$ cat src/rtl/display_read_port.sv
// Back-door read port: credit-limited line requests to memory, 128-bit return beats packed to 96-bit RD.
// Define DISP_RB_SWAP_EN to pack pixels as {b,g,r} for BGR-ordered framebuffers.
module display_read_port #(
    parameter int MAX_OUT = 8,
    parameter int BEATS   = 2
) (
    input  logic         clock,
    input  logic         resetB,
    input  logic         readReq,
    input  logic [25:0]  RA,
    output logic         readAck,
    output logic         cmdValid,
    output logic [25:0]  cmdAddr,
    input  logic         cmdReady,
    input  logic         rdValid,
    input  logic [127:0] rdData,
    output logic [95:0]  RD,
    output logic         RDready,
    output logic         overrun
);
    localparam int BEAT_W = (BEATS > 1) ? $clog2(BEATS) : 1;
    localparam logic [3:0]        OUT_LIMIT = 4'(MAX_OUT);
    localparam logic [BEAT_W-1:0] LAST_BEAT = BEAT_W'(BEATS - 1);

    typedef enum logic {IDLE, ISSUE} state_t;

    state_t            state;
    state_t            stateNext;
    logic [3:0]        outCnt;
    logic [BEAT_W-1:0] beatCnt;
    logic              beatAccept;
    logic              lastBeat;
    logic [95:0]       packedPix;
    logic [31:0]       droppedBytes;
    logic              unusedBytes;

    // A beat only counts against a line if one is actually outstanding.
    assign beatAccept = rdValid && (outCnt != 4'd0);
    assign lastBeat   = beatAccept && (beatCnt == LAST_BEAT);
    assign cmdValid   = (state == ISSUE);

    always_comb begin
        stateNext = state;
        readAck   = 1'b0;
        case (state)
            IDLE: begin
                if (resetB && readReq && (outCnt < OUT_LIMIT)) begin
                    readAck   = 1'b1;
                    stateNext = ISSUE;
                end
            end
            ISSUE: begin
                if (cmdReady) begin
                    stateNext = IDLE;
                end
            end
            default: stateNext = IDLE;
        endcase
    end

    always_ff @(posedge clock or negedge resetB) begin
        if (!resetB) begin
            state   <= IDLE;
            cmdAddr <= '0;
        end else begin
            state <= stateNext;
            if (readAck) begin
                cmdAddr <= RA;
            end
        end
    end

    always_ff @(posedge clock or negedge resetB) begin
        if (!resetB) begin
            outCnt <= '0;
        end else begin
            case ({readAck, lastBeat})
                2'b10:   outCnt <= outCnt + 4'd1;
                2'b01:   outCnt <= outCnt - 4'd1;
                default: outCnt <= outCnt;
            endcase
        end
    end

    always_ff @(posedge clock or negedge resetB) begin
        if (!resetB) begin
            beatCnt <= '0;
            RD      <= '0;
            RDready <= 1'b0;
            overrun <= 1'b0;
        end else begin
            RDready <= beatAccept;
            if (beatAccept) begin
                RD      <= packedPix;
                beatCnt <= lastBeat ? '0 : beatCnt + BEAT_W'(1);
            end
            if (rdValid && (outCnt == 4'd0)) begin
                overrun <= 1'b1;
            end
        end
    end

    // Each 32-bit word is {pad, r, g, b}; the pad byte is discarded.
    generate
        for (genvar gi = 0; gi < 4; gi++) begin : gPack
            logic [31:0] word;
            assign word = rdData[32*gi +: 32];
`ifdef DISP_RB_SWAP_EN
            assign packedPix[24*gi +: 24] = {word[7:0], word[15:8], word[23:16]};
`else
            assign packedPix[24*gi +: 24] = word[23:0];
`endif
            assign droppedBytes[8*gi +: 8] = word[31:24];
        end
    endgenerate

    assign unusedBytes = ^droppedBytes;

endmodule
$ cat config.mk
export PLATFORM = sky130hd
export DESIGN_NAME = display_read_port
export DESIGN_NICKNAME = d
export VERILOG_FILES = /design/src/rtl/display_read_port.sv
export SDC_FILE = /design/constraint.sdc
export NUM_CORES = 1
export LEC_CHECK = 0
export ABC_AREA = 1
export CORE_MARGIN = 2
export CORE_UTILIZATION = 40
export CTS_CLUSTER_SIZE = 40
export DETAILED_ROUTE_END_ITERATION = 6
export GPL_ROUTABILITY_DRIVEN = 0
export PLACE_DENSITY = 0.95
export SLEW_MARGIN = 20
export SYNTH_ARGS = -nofsm -noshare
export SYNTH_HDL_FRONTEND = slang
export SYNTH_SLANG_ARGS = --single-unit
$ cat constraint.sdc
create_clock -name clock -period 4.33 [get_ports clock]
set_input_delay 0.6495 -clock clock [delete_from_list [all_inputs] [get_ports clock]]
set_output_delay 0.6495 -clock clock [all_outputs]
set_load 0.05 [all_outputs]
* Word-level counts from Yosys, hierarchy flattened *
Cells that the tools add are included.

word-level totals
  logic and storage cells = 28
  output and inout bits = 126
  register bits after elaboration = 130
  bits of input ports = 159

cells by class
  reductions and logical operators = 8
  multiplexer cells = 6
  magnitude comparators = 1
  equality and inequality tests = 2
  add/subtract/negate cells = 3
  bitwise operators = 1

operators with widths
  cell                                                                number
  4-bit one-hot mux with 2 select lines                               1
  1-bit logical AND                                                   5
  4-bit by 1-bit adder with 4-bit output, second input constant       1
  4-bit zero test                                                     1
  4-bit < comparator, second input constant                           1
  1-bit two-way mux                                                   4
  4-bit nonzero test                                                  1
  4-bit by 1-bit subtractor with 4-bit output, second input constant  1
  2-bit by 1-bit == test with 1-bit output, second input constant     1
  2-bit == test, second input constant                                1
  1-bit one-hot mux with 2 select lines                               1
  2-bit nonzero test                                                  1
  1-bit adder, second input constant                                  1
  1-bit NOT                                                           1

* Longest topological paths before layout *
Gate-level depths: netlist of the first run.

  word-level depth = 6
  gate-level depth with buffers = 14
  depth with buffers taken out = 13

* Least setup slack after synthesis of the first run *
No wires, ideal clock.

  path type = input to register
  start point = input resetB
  end point = register outCnt[2]
  path buffers = 1
  slack = 2.069 ns
  stages = 11
  data arrival time = 2.132 ns
  data required time = 4.201 ns
  setup time = 0.129 ns
  cells stage by stage = nand2_1 > nor3_4 > inv_2 > buf_6 > ha_1 > nor2_1 > nor2_1 > ha_1 > a21oi_1 > xor2_1 > o21ai_0

on the way
  word-level cells in the longest chain between the ends = 6
  elaborated cells on any way between the ends = 8
  those cells by class = eq/ne: 2; mux: 3; reduce/logical: 3

ends and longest elaborated chain
  what                                                                         RTL line  text
  start, declared                                                              8         input logic resetB,
  1-bit logical AND (*) (2 in series)                                          47        if (resetB && readReq && (outCnt < OUT_LIMIT)) begin
  1-bit two-way mux (*)                                                        47
  1-bit two-way mux (*)                                                        45        case (state)
  2-bit by 1-bit == test with 1-bit output or 2-bit == test (tied branches)    77        case ({readAck, lastBeat})
  4-bit one-hot mux with 2 select lines or 2-bit nonzero test (tied branches)  -
  end signal, assigned                                                         78        2'b10: outCnt <= outCnt + 4'd1;
  end signal, assigned                                                         79        2'b01: outCnt <= outCnt - 4'd1;
  end signal, assigned                                                         80        default: outCnt <= outCnt;
  end, declared                                                                29        logic [3:0] outCnt;

Mark *: on every way between the ends. The rest lies on a longest branch, timed or not.
A chain may end at the register's enable or synchronous reset.

* Worst setup path after layout of the first run *
  start point = input readReq
  end point = output readAck

on the way
  word-level cells in the longest chain between the ends = 4

ends and longest elaborated chain
  what                             RTL line  text
  start, declared                  9         input logic readReq,
  1-bit logical AND (2 in series)  47
  1-bit two-way mux                47
  1-bit two-way mux                45
  end, declared                    11        output logic readAck,

Every way passes these cells.

==> results of run 1 <==
-- routing by layer --
layer | global-route usage | vias to the layer above
met5 | 0 | -
met4 | 0.0929 | 0
met2 | 0.369 | 175
li1 | - | 2208
met1 | 0.236 | 2063
met3 | 0.0607 | 28
-- flip-flops by register name (all words and copies together) (netlist names) --
register,flops
cmdValid,1
overrun,1
beatCnt,1
outCnt,4
cmdAddr,26
RD,96
RDready,1
-- cell type report --
class,count,area (µm²)
fill,926,3880
tap,168,210
clock buffer,19,453
inverter,9,36.3
clock inverter,12,181
multi-input combinational,403,1590
timing repair buffer,256,2550
sequential,130,3250
-- power groups by stage --
stage	logic, mW	registers [mW]	clock network [mW]
floorplan	0.684	3.61	0
global placement	3.54	1.97	0
detailed placement	3.60	1.99	0
CTS	3.61	1.99	1.54
global route	3.77	2.05	1.60
finish	3.57	1.99	1.52
-- worst max path at each step --
stage,to,depth (start not counted)
2_1_floorplan,outCnt[2]$_DFFE_PN0P_,11
3_3_place_gp,readAck,4
5_1_grt,readAck,4
6_report,readAck,4
4_1_cts,readAck,4
3_5_place_dp,readAck,4
-- per-stage QoR --
step / power (mW) / hold slack [ns] / utilization / instances / cell area [µm²]
global route: 7.42 / 0.495 / 0.681 / 997 / 8280
finish: 7.08 / 0.429 / 0.681 / 997 / 8280
floorplan: 4.30 / 0.354 / - / 566 / 5030
global placement: 5.51 / 0.449 / 0.628 / 966 / 7640
detailed placement: 5.60 / 0.453 / 0.628 / 966 / 7640
CTS: 7.14 / 0.457 / 0.681 / 997 / 8280
-- cell usage in the layout, fill, tap and decap left out, types with 4 or more instances in the layout --
| cell type | netlist | routed |
|---|---|---|
| nand2_1 | 379 | 379 |
| clkdlybuf4s50_1 | 0 | 251 |
| dfrtp_1 | 130 | 130 |
| clkbuf_16 | 0 | 17 |
| inv_1 | 7 | 7 |
| nor2_1 | 6 | 6 |
| buf_4 | 5 | 5 |
| clkinvlp_4 | 0 | 4 |
| bufinv_16 | 0 | 4 |
-- worst max-delay path, delay by kind of cell --
kind                   cells  cell delay [ns]
buffers and inverters      2             1.37
and+or+nand+nor            2             0.51
-- logic make-up after synthesis --
logic type / Yosys count
AOI/OAI and AO/OA: 5
adders and majority gates: 3
DFF: 130
xor gates and xnor gates: 3
buffers and inverters: 33
and+or+nand+nor: 392
-- synthesized netlist by cell type --
cell type / count
o21ai_0: 3
nand2_2: 1
inv_2: 1
inv_1: 7
xor2_1: 1
nor2_1: 6
buf_2: 15
inv_4: 1
buf_6: 3
nand3_1: 3
a31o_2: 1
xnor2_1: 2
dfrtp_1: 130
buf_4: 5
a21oi_1: 1
ha_1: 3
nor2_2: 1
clkbuf_1: 1
nand2_1: 379
nor3_4: 1
nand2_4: 1
==> results.sh, run 1 <==
export IMPL_clk_pin_slew_worst_paths_ns=0.06
export IMPL_slew_viol_final=0
export IMPL_critPathArrivalTime_ns=2.53
export IMPL_netlist_cell_type_count=21
export IMPL_synth_area_leaders="dfrtp_1, nand2_1, buf_2"
export IMPL_r2r_slack_ns=1.79
export IMPL_cts_tree="done"
export IMPL_post_cts_buffers=0
export IMPL_ctsHoldBuffers=0
export IMPL_timing_rr_start="outCnt[3]$_DFFE_PN0P_"
export IMPL_period_needed_ns=3.18
export IMPL_rsz0062_at_grt="false"
export IMPL_pin_count=285
export IMPL_fmax_mhz=314
export IMPL_start_util=0.414
export IMPL_critical_path_cell_chain="clkdlybuf4s50_1 -> nand2_1 -> nor3_4 -> clkdlybuf4s50_1"
export IMPL_tns_ns=0
export IMPL_cp_max_fo=14
export IMPL_grt_overflow=0
export IMPL_antenna_found_initial=0
export IMPL_cp_data_required_time_ns=3.68
export IMPL_synthAdderAreaFrac=0.00746
export IMPL_firstDrtPassIters=4
export IMPL_slowest_delay_ns=0.91
export IMPL_synth_mux_area_frac=0
export IMPL_outcome="completed"
export IMPL_io_buffers=252
export IMPL_place_ws_ns=1.16
export IMPL_wl_per_cell_um=13.9
export IMPL_die_h_um=116
export IMPL_die_area_um2=13500
export IMPL_max_vdd_ir_drop_mv=0.461
export IMPL_yosys_area_share_simple=0.298
export IMPL_wl_mm=13.9
export IMPL_path_common_cell="clkdlybuf4s50_1"
export IMPL_die_x_um=116
export IMPL_n_antenna_cell=0
export IMPL_ant_nets=0
export IMPL_clk_latency_ns=0.41
export IMPL_grt_max_degree=99
export IMPL_maxCapViolations=0
export IMPL_setup_slack_ns=1.15
export IMPL_cts_buffers=17
export IMPL_htreeDepth=4
export IMPL_synth_compound_area_share=0.00572
export IMPL_routed_via_density=4.49
export IMPL_core_region_area_um2=12200
export IMPL_fin_crit_sh=0.735
export IMPL_area_growth_pct=64.5
export IMPL_p_clk_frac=0.214
export IMPL_cpMaxStageDelayCell="clkdlybuf4s50_1"
export IMPL_top_layer="met4"
export IMPL_swShare=0.460
export IMPL_max_slew_margin_rel=0.367
export IMPL_ys_warnings_count=0
export IMPL_critPathLaunchType="input port"
export IMPL_p_int_mw=3.82
export IMPL_power_switching_mw=3.26
export IMPL_track_usage=0.209
export IMPL_synth_nets=728
export IMPL_path_class="input port to primary output"
export IMPL_setup_viol=0
export IMPL_tightestPinTransition_ns=0.950
export IMPL_hp_class="input port to asynchronous set/reset pin"
export IMPL_synth_top_area_cell="dfrtp_1"
export IMPL_drive_gt1_frac=0.0519
export IMPL_power_share_combinational=0.505
export IMPL_first_iter_violations=272
export IMPL_clk_path_buf_depth=2
export IMPL_clock_root_buffer="clkbuf_16"
export IMPL_synth_top_cell_area_share=0.646
export IMPL_cts_resized=0
export IMPL_dpl_hpwl_mm=9.87
export IMPL_reg2reg_depth=9
export IMPL_hold_violations=0
export IMPL_drc=0
export IMPL_ys_seq_area_frac=0.646
export IMPL_fin_skew_ns=0.00743
export IMPL_nets=979
export IMPL_vias=4474
export IMPL_p_leak_nw=4.08
export IMPL_dr_wl_met2_mm=7.15
export IMPL_syn_area_um2=5030
export IMPL_grt_pass1_wl_mm=21.5
export IMPL_power_density_nw_per_um2=855
export IMPL_avgSynthCellArea_um2=8.89
export IMPL_synth_top_family_by_area="simple AND/OR/NAND/NOR gates"
export IMPL_placementRows=40
export IMPL_worstReg2RegEnd="outCnt[2]$_DFFE_PN0P_"
export IMPL_cp_startpoint="readReq"
export IMPL_end_kind="primary output"
export IMPL_dr_wl_met3_mm=1.08
export IMPL_drt_met1_wl_mm=5.34
export IMPL_numClockSinks=130
export IMPL_grt_pass1_vias=4494
export IMPL_synthCells=566
export IMPL_seqPwrFrac=0.281
export IMPL_ys_seq_elements=130
export IMPL_synth_xor_area_share=0.00522
No activity file was read; power rests on OpenSTA's default activity.
==> run 2: changes to the inputs <==
--- a/config.mk
+++ b/config.mk
@@ -7,11 +7,11 @@
 export LEC_CHECK = 0
 export ABC_AREA = 1
 export CORE_MARGIN = 2
-export CORE_UTILIZATION = 40
+export CORE_UTILIZATION = 35
 export CTS_CLUSTER_SIZE = 40
 export DETAILED_ROUTE_END_ITERATION = 6
 export GPL_ROUTABILITY_DRIVEN = 0
-export PLACE_DENSITY = 0.95
+export PLACE_DENSITY = 0.89
 export SLEW_MARGIN = 20
 export SYNTH_ARGS = -nofsm -noshare
 export SYNTH_HDL_FRONTEND = slang
==> constraint.sdc (replaced) <==
create_clock -name clock -period 2.79 [get_ports clock]
set_input_delay 0.4185 -clock clock [delete_from_list [all_inputs] [get_ports clock]]
set_output_delay 0.4185 -clock clock [all_outputs]
set_load 0.05 [all_outputs]
==> run 2 against run 1 <==
Net effect: final cell count grew 1.5%; highest routed layer unchanged; sequential share of layout area grew 0.25 points; via count grew 0.92%; wire length up 2.0%; combinational power increased by 55%; critical path type unchanged; global-route usage down 2.2 points.
==> results.sh, run 2 (same netlist as run 1, synthesis figures left out) <==
export IMPL_track_usage=0.187
export IMPL_htreeDepth=4
export IMPL_rsz0062_at_grt="false"
export IMPL_period_needed_ns=2.44
export IMPL_holdWs_ns=0.447
export IMPL_pin_count=285
export IMPL_clk_latency_ns=0.41
export IMPL_hold_violations=0
export IMPL_cts_buffers=17
export IMPL_final_common_cell="nand2_1"
export IMPL_max_slew_margin_rel=0.329
export IMPL_clock_root_buffer="clkbuf_16"
export IMPL_path_class="input port to primary output"
export IMPL_cpMaxStageDelayCell="dlygate4sd3_1"
export IMPL_power_density_nw_per_um2=1300
export IMPL_die_h_um=124
export IMPL_path_buf_inv=4
export IMPL_dpl_hpwl_mm=9.79
export IMPL_io_buffers=252
export IMPL_timing_rr_start="outCnt[3]$_DFFE_PN0P_"
export IMPL_die_x_um=124
export IMPL_critical_path_depth=6
export IMPL_critical_path_cell_chain="dlygate4sd3_1 -> buf_4 -> nand2_1 -> nor3_4 -> buf_4 -> buf_12"
export IMPL_path_common_cell="buf_4"
export IMPL_grt_pass1_wl_mm=21.8
export IMPL_fmax_mhz=410
export IMPL_first_iter_violations=218
export IMPL_slew_viol_final=0
export IMPL_clk_pin_slew_worst_paths_ns=0.06
export IMPL_drive_gt1_frac=0.0517
export IMPL_drc=0
export IMPL_end_kind="primary output"
export IMPL_r2r_slack_ns=0.80
export IMPL_final_cell_mix="nand2_1, clkdlybuf4s50_1, dfrtp_1"
export IMPL_grt_max_degree=99
export IMPL_regMostFlops="RD"
export IMPL_hp_class="input port to asynchronous set/reset pin"
export IMPL_critPathArrivalTime_ns=2.02
export IMPL_cp_data_required_time_ns=2.37
export IMPL_core_region_area_um2=14000
export IMPL_nets=981
export IMPL_wl_mm=14.2
export IMPL_vias=4515
export IMPL_routed_via_density=4.46
export IMPL_grt_pass1_vias=4449
export IMPL_n_antenna_cell=0
export IMPL_numClockSinks=130
export IMPL_ant_nets=0
export IMPL_setup_viol=0
export IMPL_outcome="completed"
export IMPL_max_vdd_ir_drop_mv=0.666
export IMPL_cp_max_fo=27
export IMPL_reg2reg_depth=12
export IMPL_cp_startpoint="resetB"
export IMPL_fin_util=0.588
export IMPL_start_util=0.360
export IMPL_p_leak_nw=4.06
export IMPL_placementRows=43
export IMPL_cpLargestDelayFamily="buffers and inverters"
export IMPL_clk_path_buf_depth=2
export IMPL_cts_tree="done"
export IMPL_die_area_um2=15400
export IMPL_antenna_found_initial=0
export IMPL_worstReg2RegEnd="outCnt[2]$_DFFE_PN0P_"
export IMPL_largest_reg_flops=96
export IMPL_maxCapViolations=0
export IMPL_fin_skew_ns=0.00538
export IMPL_fin_crit_sh=0.874
export IMPL_slowest_delay_ns=0.55
export IMPL_area_growth_pct=63.4
export IMPL_wl_per_cell_um=14.0
export IMPL_nFillCells=1211
export IMPL_grt_overflow=0
export IMPL_tightestPinTransition_ns=1.01
export IMPL_cts_resized=0
export IMPL_critPathLaunchType="input port"
export IMPL_reg_largest_list="RD: 96 flops, cmdAddr: 26 flops, outCnt: 4 flops"
export IMPL_tns_ns=0
export IMPL_firstDrtPassIters=4
[run 2: changes by cell type in the layout (fill, tap and decap cells not counted)]
cell             previous run  this run
buf_12                      0         1
buf_4                       5         6
bufinv_16                   4         1
clkbuf_1                    0         3
clkbuf_8                    2         1
clkdlybuf4s50_1           251       250
clkinv_2                    1         7
clkinv_4                    2         1
clkinvlp_4                  4         2
dlygate4sd3_1               0         1
inv_6                       1         0
[run 2: final cells by class]
type / count / area, µm² / area share
sequential: 130 / 3250 / 0.396
timing repair buffer: 258 / 2580 / 0.313
multi-input combinational: 403 / 1590 / 0.194
clock buffer: 21 / 450 / 0.0548
tap: 180 / 225 / 0.0274
clock inverter: 11 / 88.8 / 0.0108
inverter: 9 / 36.3 / 0.00441
[run 2: worst max path at each step]
stage	to	slack [ns]
3_5_place_dp	outCnt[2]$_DFFE_PN0P_	0.41
3_3_place_gp	outCnt[2]$_DFFE_PN0P_	0.53
4_1_cts	readAck	0.36
2_1_floorplan	outCnt[2]$_DFFE_PN0P_	0.55
6_report	readAck	0.35
5_1_grt	readAck	0.23
[run 2: metrics by stage]
step / std cells / setup WS, ns / total power [mW] / instance area, µm²
4_1_cts: 1012 / 0.357 / 10.8 / 8220
2_1_floorplan: 566 / 0.549 / 6.67 / 5030
6_report: 1012 / 0.351 / 10.7 / 8220
3_5_place_dp: 979 / 0.412 / 8.69 / 7670
5_1_grt: 1012 / 0.232 / 11.3 / 8220
3_3_place_gp: 979 / 0.527 / 8.56 / 7670
[run 2: report_power, final]
group	total [mW]	switching, mW	internal [mW]	leakage (nW)
clock network	2.03	0.792	1.24	0.266
registers	3.09	0.448	2.64	1.59
logic	5.55	3.78	1.77	2.20
total	10.7	5.02	5.64	4.06
[run 2: repair_timing]
item / 4_1_cts / 5_1_grt
hold endpoints to repair: 15 / 0
hold buffers: 1 / 0
buffers inserted: 0 / 0
[run 2: per-layer routing]
layer	part of all wire	up-vias	global-route usage
met2	0.50	169	0.307
met1	0.40	2102	0.217
li1	-	2208	-
met3	0.073	36	0.0618
met4	0.031	0	0.102
met5	0	-	0
==> run 3: changes to the inputs <==
--- a/config.mk
+++ b/config.mk
@@ -7,11 +7,11 @@
 export LEC_CHECK = 0
 export ABC_AREA = 1
 export CORE_MARGIN = 2
-export CORE_UTILIZATION = 35
+export CORE_UTILIZATION = 36
+export CTS_BUF_LIST = sky130_fd_sc_hd__clkbuf_4 sky130_fd_sc_hd__clkbuf_8
 export CTS_CLUSTER_SIZE = 40
 export DETAILED_ROUTE_END_ITERATION = 6
-export GPL_ROUTABILITY_DRIVEN = 0
-export PLACE_DENSITY = 0.89
+export PLACE_DENSITY = 0.91
 export SLEW_MARGIN = 20
 export SYNTH_ARGS = -nofsm -noshare
 export SYNTH_HDL_FRONTEND = slang
==> run 3 against run 2 <==
Net effect: utilization down 0.23 points; hold slack worse by 0.35 ns; sequential cell count unchanged; combinational power about the same; register-to-register slack about the same; global-route usage down 0.15 points; critical path depth down 5; maximum frequency up 16%; setup slack better by 0.33 ns; sequential share of layout area up 0.77 points; clock skew up 0.0023 ns; critical endpoint is now cmdValid; largest cell class unchanged.
==> results.sh, run 3 (same netlist as run 1, synthesis figures left out) <==
export IMPL_outcome="completed"
export IMPL_critPathLaunchType="register"
export IMPL_reg_largest_list="RD: 96 flops, cmdAddr: 26 flops, outCnt: 4 flops"
export IMPL_tns_ns=0
export IMPL_track_usage=0.186
export IMPL_fin_skew_ns=0.00765
export IMPL_wl_per_cell_um=13.4
export IMPL_ant_nets=0
export IMPL_die_x_um=122
export IMPL_path_class="register to primary output"
export IMPL_vias=4440
export IMPL_nets=979
export IMPL_critPathArrivalTime_ns=1.69
export IMPL_place_ws_ns=0.452
export IMPL_fmax_mhz=475
export IMPL_regMostFlops="RD"
export IMPL_ctsHoldBuffers=0
export IMPL_area_growth_pct=60.3
export IMPL_grt_overflow=0
export IMPL_numClockSinks=130
export IMPL_drive_gt1_frac=0.0542
export IMPL_r2r_slack_ns=0.80
export IMPL_clk_path_buf_depth=2
export IMPL_cts_tree="done"
export IMPL_grt_max_degree=131
export IMPL_die_h_um=122
export IMPL_setup_viol=0
export IMPL_cp_data_required_time_ns=2.37
export IMPL_setup_slack_ns=0.685
export IMPL_max_vdd_ir_drop_mv=0.720
export IMPL_rsz0062_at_grt="false"
export IMPL_core_region_area_um2=13800
export IMPL_drc=0
export IMPL_final_common_cell="nand2_1"
export IMPL_power_density_nw_per_um2=1260
export IMPL_clk_latency_ns=0.43
export IMPL_first_iter_violations=143
export IMPL_cp_max_fo=3
export IMPL_cts_buffers=17
export IMPL_timing_rr_start="outCnt[3]$_DFFE_PN0P_"
export IMPL_end_kind="primary output"
export IMPL_fin_crit_sh=0.755
export IMPL_max_slew_margin_rel=0.332
export IMPL_die_area_um2=14900
export IMPL_largest_reg_flops=96
export IMPL_gp_congestion=0.783
export IMPL_grt_pass1_vias=4537
export IMPL_grt_pass1_wl_mm=21.6
export IMPL_cts_resized=0
export IMPL_holdWs_ns=0.0999
export IMPL_dpl_hpwl_mm=9.36
export IMPL_hp_class="input port to asynchronous set/reset pin"
export IMPL_p_leak_nw=3.98
export IMPL_nFillCells=1153
export IMPL_critical_path_cell_chain="clkdlybuf4s50_1"
export IMPL_firstDrtPassIters=4
export IMPL_io_buffers=252
export IMPL_period_needed_ns=2.11
export IMPL_final_cell_mix="nand2_1, clkdlybuf4s50_1, dfrtp_1"
export IMPL_slowest_delay_ns=0.84
export IMPL_cpLargestDelayFamily="buffers and inverters"
export IMPL_tightestPinTransition_ns=1.00
export IMPL_routed_via_density=4.40
export IMPL_cpMaxStageDelayCell="clkdlybuf4s50_1"
export IMPL_post_cts_buffers=0
export IMPL_reg2reg_depth=12
export IMPL_htreeDepth=4
export IMPL_hold_violations=0
export IMPL_clk_pin_slew_worst_paths_ns=0.08
export IMPL_n_antenna_cell=0
export IMPL_worstReg2RegEnd="outCnt[2]$_DFFE_PN0P_"
export IMPL_maxCapViolations=0
export IMPL_pin_count=285
export IMPL_antenna_found_initial=0
export IMPL_wl_mm=13.6
export IMPL_total_power_mw=10.2
export IMPL_placementRows=43
export IMPL_start_util=0.365
export IMPL_path_buf_inv=1
export IMPL_slew_viol_final=0
export IMPL_clock_root_buffer="clkbuf_8"
## run 3: cell count changes in the layout (fill, tap and decap cells not counted), sizes merged
cell,change
inv,+1
clkinvlp,+1
clkbuf,-3
dlygate4sd3,-1
buf,-1
bufinv,+1
## run 3: through the flow
| stage | area [µm²] | util | cells |
|---|---|---|---|
| final | 8070 | 0.586 | 1010 |
| after detailed placement | 7680 | 0.558 | 978 |
| after global routing | 8070 | 0.586 | 1010 |
| after floorplan | 5030 | - | 566 |
| after CTS | 8070 | 0.586 | 1010 |
| after global placement | 7680 | 0.558 | 978 |
## run 3: metal layers
layer	global-route usage	part of all wire
met2	0.305	0.49
met1	0.215	0.41
met3	0.0748	0.081
met5	0	0
met4	0.0805	0.026
## run 3: report_power, final
part	internal, mW	switching [mW]	leakage [nW]
Combinational	1.76	3.78	2.20
Clock	0.811	0.739	0.194
Sequential	2.64	0.437	1.59
Total	5.21	4.96	3.98
## run 3: area by class of cell
| type | instances | area, µm² | share of cell area |
|---|---|---|---|
| flip-flops and latches | 130 | 3250 | 0.403 |
| repair buffers | 256 | 2570 | 0.319 |
| multi-input cells | 403 | 1590 | 0.197 |
| clock buffers | 18 | 248 | 0.0307 |
| well taps | 180 | 225 | 0.0279 |
| clock inverters | 14 | 139 | 0.0172 |
| inverters | 9 | 36.3 | 0.00450 |
## run 3: worst max-delay path by stage
stage | start | end | slack (ns) | depth (start not counted)
after global placement | rdValid | outCnt[2]$_DFFE_PN0P_ | 0.53 | 11
final | cmdValid$_DFF_PN0_ | cmdValid | 0.68 | 1
after CTS | cmdValid$_DFF_PN0_ | cmdValid | 0.64 | 1
after detailed placement | rdValid | outCnt[2]$_DFFE_PN0P_ | 0.45 | 11
after floorplan | cmdValid$_DFF_PN0_ | outCnt[2]$_DFFE_PN0P_ | 0.55 | 10
after global routing | cmdValid$_DFF_PN0_ | cmdValid | 0.62 | 1
